--- config.mk ---
export PLATFORM = sky130hd
export DESIGN_NAME = uart_wb_bridge
export DESIGN_NICKNAME = d
export VERILOG_FILES = /design/src/rtl/uart_wb_bridge.sv
export SDC_FILE = /design/constraint.sdc
export NUM_CORES = 1
export LEC_CHECK = 0
export ABC_AREA = 1
export CAP_MARGIN = 20
export CORE_AREA = 3 3 263 291
export CTS_CLUSTER_DIAMETER = 50
export DETAILED_ROUTE_END_ITERATION = 8
export DIE_AREA = 0 0 266 294
export GPL_TIMING_DRIVEN = 0
export PLACE_DENSITY = 0.43
export RECOVER_POWER = 100
export SLEW_MARGIN = 20
export SYNTH_ARGS = -nofsm -noshare
export SYNTH_HDL_FRONTEND = slang
export SYNTH_SLANG_ARGS = --single-unit
--- constraint.sdc ---
create_clock -name clk -period 1.96 [get_ports clk]
set_clock_uncertainty 0.1 [all_clocks]
set_input_delay 0.49 -clock clk [delete_from_list [all_inputs] [get_ports clk]]
set_output_delay 0.49 -clock clk [all_outputs]
set_load 0.05 [all_outputs]
--- src/rtl/uart_wb_bridge.sv ---
// uart_wb_bridge: ASCII-hex command bridge from a byte UART to a 32-bit
// Wishbone master. Frames look like 'L' + 24 hex digits (cmd, addr, data)
// and each one is answered with 'S' + 24 hex digits (status, addr, data) + LF.
module uart_wb_bridge (
  input  logic        clk,
  input  logic        rst,
  input  logic        rx_byte_available,
  input  logic [7:0]  rx_byte,
  input  logic        tx_ready,
  output logic [7:0]  tx_byte,
  output logic        tx_byte_en,
  output logic        tx_finished,
  output logic        wbm_cyc_o,
  output logic        wbm_stb_o,
  output logic        wbm_we_o,
  output logic [3:0]  wbm_sel_o,
  output logic [31:0] wbm_adr_o,
  output logic [31:0] wbm_dat_o,
  input  logic [31:0] wbm_dat_i,
  input  logic        wbm_ack_i
);

  localparam logic [7:0] ChStart = 8'h4C;  // 'L'
  localparam logic [7:0] ChResp  = 8'h53;  // 'S'
  localparam logic [7:0] ChLf    = 8'h0A;

  typedef enum logic       {P_IDLE, P_COLLECT}               p_state_e;
  typedef enum logic [1:0] {M_IDLE, M_BUS, M_RESP}           m_state_e;
  typedef enum logic [1:0] {S_IDLE, S_SEND, S_GAP, S_FIN}    s_state_e;

  // Uppercase ASCII for one nibble.
  function automatic logic [7:0] hex_char(input logic [3:0] nib);
    return (nib < 4'd10) ? (8'h30 + {4'h0, nib}) : (8'h37 + {4'h0, nib});
  endfunction

  // ---------------------------------------------------------------- parser
  p_state_e    p_state_q;
  logic        rx_prev_q;
  logic [4:0]  digit_cnt_q;
  logic [95:0] frame_q;
  logic        cmd_ready_q;

  logic       rx_edge;
  logic       hex_vld;
  logic [3:0] hex_nib;

  assign rx_edge = rx_byte_available & ~rx_prev_q;

  // Classify the incoming byte as a hex digit and decode its value.
  // NOTE: every output of a combinational block gets a default first so no latch is inferred.
  always_comb begin
    hex_vld = 1'b0;
    hex_nib = 4'h0;
    if (rx_byte >= 8'h30 && rx_byte <= 8'h39) begin
      hex_vld = 1'b1;
      hex_nib = rx_byte[3:0];
    end else if ((rx_byte >= 8'h41 && rx_byte <= 8'h46) ||
                 (rx_byte >= 8'h61 && rx_byte <= 8'h66)) begin
      hex_vld = 1'b1;
      hex_nib = rx_byte[3:0] + 4'd9;
    end
  end

  // Frame parser: one byte per rising edge of the strobe, 24 digits shifted in MSB first.
  // NOTE: sequential state is updated with non-blocking assignments only, so every
  // register samples the values from before the edge.
  always_ff @(posedge clk or negedge rst) begin
    if (!rst) begin
      p_state_q   <= P_IDLE;
      rx_prev_q   <= 1'b0;
      digit_cnt_q <= '0;
      frame_q     <= '0;
      cmd_ready_q <= 1'b0;
    end else begin
      rx_prev_q   <= rx_byte_available;
      cmd_ready_q <= 1'b0;
      if (rx_edge) begin
        case (p_state_q)
          P_IDLE: begin
            if (rx_byte == ChStart) begin
              p_state_q   <= P_COLLECT;
              digit_cnt_q <= '0;
            end
          end
          P_COLLECT: begin
            if (hex_vld) begin
              frame_q <= {frame_q[91:0], hex_nib};
              if (digit_cnt_q == 5'd23) begin
                cmd_ready_q <= 1'b1;
                p_state_q   <= P_IDLE;
              end else begin
                digit_cnt_q <= digit_cnt_q + 5'd1;
              end
            end else if (rx_byte == ChStart) begin
              digit_cnt_q <= '0;
            end else begin
              p_state_q <= P_IDLE;
            end
          end
          default: p_state_q <= P_IDLE;
        endcase
      end
    end
  end

  // ---------------------------------------------------------------- master
  m_state_e    m_state_q;
  logic        cyc_q;
  logic        we_q;
  logic [3:0]  sel_q;
  logic [31:0] adr_q;
  logic [31:0] dat_q;
  logic [7:0]  timer_q;
  logic [31:0] cmd_q;
  logic [31:0] rsp_status_q;
  logic [31:0] rsp_adr_q;
  logic [31:0] rsp_data_q;

  s_state_e    s_state_q;
  logic        handoff;

  assign handoff = (m_state_q == M_RESP) && (s_state_q == S_IDLE);

  // Bus master: decode the command, run at most one Wishbone cycle, build the response.
  always_ff @(posedge clk or negedge rst) begin
    if (!rst) begin
      m_state_q    <= M_IDLE;
      cyc_q        <= 1'b0;
      we_q         <= 1'b0;
      sel_q        <= 4'h0;
      adr_q        <= '0;
      dat_q        <= '0;
      timer_q      <= '0;
      cmd_q        <= '0;
      rsp_status_q <= '0;
      rsp_adr_q    <= '0;
      rsp_data_q   <= '0;
    end else begin
      case (m_state_q)
        M_IDLE: begin
          if (cmd_ready_q) begin
            cmd_q     <= frame_q[95:64];
            rsp_adr_q <= frame_q[63:32];
            if (frame_q[67:64] == 4'd1 || frame_q[67:64] == 4'd2) begin
              cyc_q     <= 1'b1;
              we_q      <= (frame_q[67:64] == 4'd1);
              sel_q     <= 4'hF;
              adr_q     <= frame_q[63:32];
              dat_q     <= frame_q[31:0];
              timer_q   <= '0;
              m_state_q <= M_BUS;
            end else begin
              rsp_status_q <= ~frame_q[95:64];
              rsp_data_q   <= '0;
              m_state_q    <= M_RESP;
            end
          end
        end
        M_BUS: begin
          if (wbm_ack_i) begin
            cyc_q        <= 1'b0;
            we_q         <= 1'b0;
            sel_q        <= 4'h0;
            rsp_status_q <= ~cmd_q;
            rsp_data_q   <= we_q ? dat_q : wbm_dat_i;
            m_state_q    <= M_RESP;
          end else if (timer_q == 8'hFF) begin
            cyc_q        <= 1'b0;
            we_q         <= 1'b0;
            sel_q        <= 4'h0;
            rsp_status_q <= '0;
            rsp_data_q   <= '0;
            m_state_q    <= M_RESP;
          end else begin
            timer_q <= timer_q + 8'd1;
          end
        end
        M_RESP: begin
          if (handoff) m_state_q <= M_IDLE;
        end
        default: m_state_q <= M_IDLE;
      endcase
    end
  end

  assign wbm_cyc_o = cyc_q;
  assign wbm_stb_o = cyc_q;
  assign wbm_we_o  = we_q;
  assign wbm_sel_o = sel_q;
  assign wbm_adr_o = adr_q;
  assign wbm_dat_o = dat_q;

  // ------------------------------------------------------------ serializer
  logic [4:0]  s_idx_q;
  logic [95:0] s_frame_q;
  logic [7:0]  tx_byte_q;
  logic        tx_en_q;
  logic        tx_fin_q;

  // Serializer: 'S', 24 digits, LF; one byte per tx_ready sample, then a gap cycle.
  always_ff @(posedge clk or negedge rst) begin
    if (!rst) begin
      s_state_q <= S_IDLE;
      s_idx_q   <= '0;
      s_frame_q <= '0;
      tx_byte_q <= '0;
      tx_en_q   <= 1'b0;
      tx_fin_q  <= 1'b0;
    end else begin
      tx_en_q  <= 1'b0;
      tx_fin_q <= 1'b0;
      case (s_state_q)
        S_IDLE: begin
          if (handoff) begin
            s_frame_q <= {rsp_status_q, rsp_adr_q, rsp_data_q};
            s_idx_q   <= '0;
            s_state_q <= S_SEND;
          end
        end
        S_SEND: begin
          if (tx_ready) begin
            tx_en_q <= 1'b1;
            if (s_idx_q == 5'd0) begin
              tx_byte_q <= ChResp;
            end else if (s_idx_q == 5'd25) begin
              tx_byte_q <= ChLf;
            end else begin
              tx_byte_q <= hex_char(s_frame_q[95:92]);
              s_frame_q <= {s_frame_q[91:0], 4'h0};
            end
            if (s_idx_q == 5'd25) begin
              s_state_q <= S_FIN;
            end else begin
              s_idx_q   <= s_idx_q + 5'd1;
              s_state_q <= S_GAP;
            end
          end
        end
        S_GAP: s_state_q <= S_SEND;
        S_FIN: begin
          tx_fin_q  <= 1'b1;
          s_state_q <= S_IDLE;
        end
        default: s_state_q <= S_IDLE;
      endcase
    end
  end

  assign tx_byte     = tx_byte_q;
  assign tx_byte_en  = tx_en_q;
  assign tx_finished = tx_fin_q;

endmodule

==> flow_summary_export.csv, run 1 <==
group,metric,value,unit
status,status,"finished clean",
route,antenna_left,0,
setup_path,reg2reg_slack,40,ps
setup_path,r2r-start,"s_state_q[1]$_DFFE_PN0P_",
power_and_ir_drop,power.internal,16500,uW
route,drt_iter0_drc,775,
setup_path,critical_path_required,1370,ps
power_and_ir_drop,p_per_area,1030,nW/um^2
power_and_ir_drop,clkPwrFrac,44.6,%
clock_tree,clockBufferDepth,3,
global_routing,use_met3,2.23,%
sta,grt_setup_unrepaired,"true",
synthesis,yosys.cell_types.count,36,
route,vias,13667,
floorplanning,row_count,104,
synthesis,ys_seq_area_share,59.5,%
setup_path,cp-end-kind,"output port",
floorplanning,die_h,294,um
global_routing,busiest_layer,"met2",
finish,nets,2190,
sta,fin_crit_sh,98.4,%
sta,min_period,1930,ps
setup_path,path_cells,"buf_6 > buf_8",
clock_tree,cts_tree,"done",
global_routing,grt_pass1_wl,83000,um
setup_path,r2r_end,"s_frame_q[72]$_DFFE_PN0P_",
clock_tree,insertion_delay,590,ps
clock_tree,cts_max_level,2,
route,finalWirelength,52500,um
sta,slew_headroom,42.1,%
power_and_ir_drop,leakagePower,0.0108,uW
setup_path,worst_setup_path_start_kind,"flip-flop",
finish,drive_gt1_share,15.6,%
clock_tree,clock_sinks,420,
synthesis,syn_inst,1920,
finish,post-route-util,30.5,%
job,cap_violations,0,
power_and_ir_drop,p_sw,6390,uW
synthesis,yosysTopAreaCellShare,59.5,%
setup_path,rr_worst_depth,10,
floorplanning,initial_utilization,24.1,%
worst_hold_path,holdCritPathClass,"in -> async",
sta,hold_violations,0,
synthesis,synth_area,17700,sq um
setup_path,worstSetupPathType,"reg -> out",
synthesis,synth.net_count,1974,
route,via_per_inst,4.36,
sta,worst_pin_slew,869,ps
global_routing,grt_pass1_vias,14340,
setup_path,slowest_stage,"dfrtp_2",
power_and_ir_drop,pwr-share-seq,40.9,%
finish,final_cells,3133,
route,wl_per_cell,16.8,um
synthesis,syn_area_per_cell,9.21,sq um
sta,drv_slew,0,
placed_design,dp_hpwl,37700,um
clock_tree,root_buffer,"clkbuf_16",
placed_design,dpl.cell_count,3003,
floorplanning,coreArea,73400,sq um
global_routing,antenna_found_initial,1,
global_routing,grt.met1_usage,17.9,%
setup_path,crit_fanout,7,
synthesis,synth_warnings,0,
finish,design_area,22300,sq um
power_and_ir_drop,p_sw_share,27.9,%
synthesis,synth_area_leaders,"dfrtp_1, nand2_1, o21ai_0",
setup_path,cpPeakStageDelay,470,ps
global_routing,grt_max_degree,92,
floorplanning,die_area,78200,sq um
synthesis,ys_ff_latch,420,
route,drc,0,
global_routing,gr-total-overflow,0,
finish,area_growth,26.4,%
floorplanning,die_x,266,um
global_routing,grt.total_usage,13.5,%
setup_path,path_buf_inv,2,
setup_path,cp.arrival,1340,ps
sta,fmax,519,MHz
sta,finalSetupViolCount,0,
clock_tree,numCtsBuffers,53,
clock_tree,clk_pin_slew,60,ps
route,dr.pass1.iters,5,
power_and_ir_drop,ir_drop,0.661,mV
global_routing,grt_use_met2,22.8,%
placed_design,port_buffers,124,
sta,finalSetupTns,0,ps
synthesis,synth_area_leader_cell,"dfrtp_1",
power_and_ir_drop,combPwrFrac,14.5,%
setup_path,cpLargestDelayFamily,"flip-flops",
floorplanning,ios,126,
power_and_ir_drop,power,22900,uW
placed_design,gp_congestion,0.774,
placed_design,placedInstanceArea,20300,sq um
power by group through the flow:
stage	Clock, uW	Combinational, uW	Sequential, uW
final	10200	3320	9370
after CTS	10500	3360	9360
after detailed placement	0	3230	9510
after global routing	10900	3650	9420
after floorplan	0	1840	9640
after global placement	0	3170	9530
worst reg2reg max path, delay by kind of cell, from the launching register on:
family | cells | cell delay [ps]
buffers and inverters | 4 | 590
DFF | 1 | 420
AOI/OAI and AO/OA | 1 | 100
and+or+nand+nor | 5 | 570
flip-flops by register name (all words and copies together), names as in the netlist:
name          cells
digit_cnt_q       5
s_idx_q           5
wbm_sel_o         1
rsp_status_q     32
frame_q          96
wbm_adr_o        32
tx_finished       1
s_frame_q        96
rx_prev_q         1
p_state_q         1
tx_byte           7
m_state_q         2
wbm_we_o          1
rsp_adr_q        32
s_state_q         2
cmd_q            32
cmd_ready_q       1
timer_q           8
tx_byte_en        1
rsp_data_q       32
wbm_dat_o        32
synth_stat cells (all sizes together):
| library cell | number |
|---|---|
| dfrtp | 420 |
| o22ai | 1 |
| nand2 | 606 |
| o22a | 4 |
| clkinv | 1 |
| xnor2 | 2 |
| clkbuf | 48 |
| o21ai | 400 |
| nand4 | 4 |
| buf | 63 |
| xor2 | 9 |
| nand3b | 1 |
| mux2i | 72 |
| a22o | 1 |
| nor3 | 2 |
| nand3 | 36 |
| conb | 1 |
| a21oi | 38 |
| inv | 137 |
| o221ai | 1 |
| nor2 | 60 |
| a2bb2oi | 2 |
| o31ai | 2 |
| ha | 9 |
how the worst max path moves through the flow:
stage,from,endpoint,cells after the start
after floorplan,rx_byte[1],frame_q[73]$_DFFE_PN0P_,11
after CTS,wbm_sel_o[2]$_DFFE_PN0P_,wbm_sel_o[2],2
after global placement,rst,frame_q[19]$_DFFE_PN0P_,1
after detailed placement,rx_byte[0],frame_q[62]$_DFFE_PN0P_,11
after global routing,m_state_q[1]$_DFFE_PN0P_,cmd_q[26]$_DFFE_PN0P_,8
final,wbm_sel_o[2]$_DFFE_PN0P_,wbm_sel_o[3],2
through the flow:
stage               hold WS, ps  setup WS (ps)
global route               94.7          -24.5
floorplan                  94.4            117
finish                     74.8           31.5
CTS                       -51.3          -33.9
detailed placement          254          -1170
global placement            356         -18770
routing by layer:
layer  up-vias  wire, um  part of all wire [%]
li1       6662         -                     -
met2       251     25300                    48
met4         0      1210                   2.3
met1      6677     23900                    46
met5         -         0                     0
met3        77      2110                   4.0
cell type report:
class | count | area [sq um]
antenna | 1 | 2.50
buffer | 109 | 714
clock buffer | 68 | 1510
clock inverter | 29 | 348
fill | 7724 | 51000
inverter | 138 | 522
multi-input combinational | 1251 | 6120
sequential | 420 | 10500
tap | 954 | 1190
timing repair buffer | 163 | 1430
timing repair:
action                                  CTS  global route
resized for setup                       422            70
endpoints found under the hold margin    97            26
pin swaps                                10             9
hold buffers                              5             1
endpoints found under the setup margin  466           300
gates cloned                              1             2
buffers inserted                         19             6
placed cells by master, fill, tap and decap left out, types with 5 or more instances in the layout:
master	instances
inv_2	10
clkbuf_2	95
o21ai_1	46
buf_6	16
clkbuf_8	8
clkdlybuf4s50_1	39
nand2_1	597
mux2i_1	72
nand2_2	5
clkbuf_4	8
inv_1	126
a21oi_1	38
buf_4	39
nand3_1	32
nor2_4	7
buf_8	5
clkinv_2	9
clkbuf_16	56
o21ai_0	350
dfrtp_1	416
nor2_1	51
buf_2	10
clkbuf_1	27
xor2_1	9
clkdlybuf4s15_2	19
bufinv_16	6
buf_12	7
clkinvlp_4	5
ha_1	7
logic make-up after synthesis:
family / after synthesis / synth area share (%)
adders and majority gates: 9 / 0.637
muxes: 72 / 4.08
AOI/OAI and AO/OA: 449 / 13.0
other: 1 / 0.0212
xor gates and xnor gates: 11 / 0.545
DFF: 420 / 59.5
buffers and inverters: 249 / 6.35
and+or+nand+nor: 709 / 15.9
(Power assumes the default switching activity.)
==> run 2: changes to the inputs <==
--- a/config.mk
+++ b/config.mk
@@ -6,7 +6,6 @@
 export NUM_CORES = 1
 export LEC_CHECK = 0
 export ABC_AREA = 1
-export CAP_MARGIN = 20
 export CORE_AREA = 3 3 263 291
 export CTS_CLUSTER_DIAMETER = 50
 export DETAILED_ROUTE_END_ITERATION = 8
==> results of run 2 <==
Final layout, timing and power as in run 1 (identical DEF).
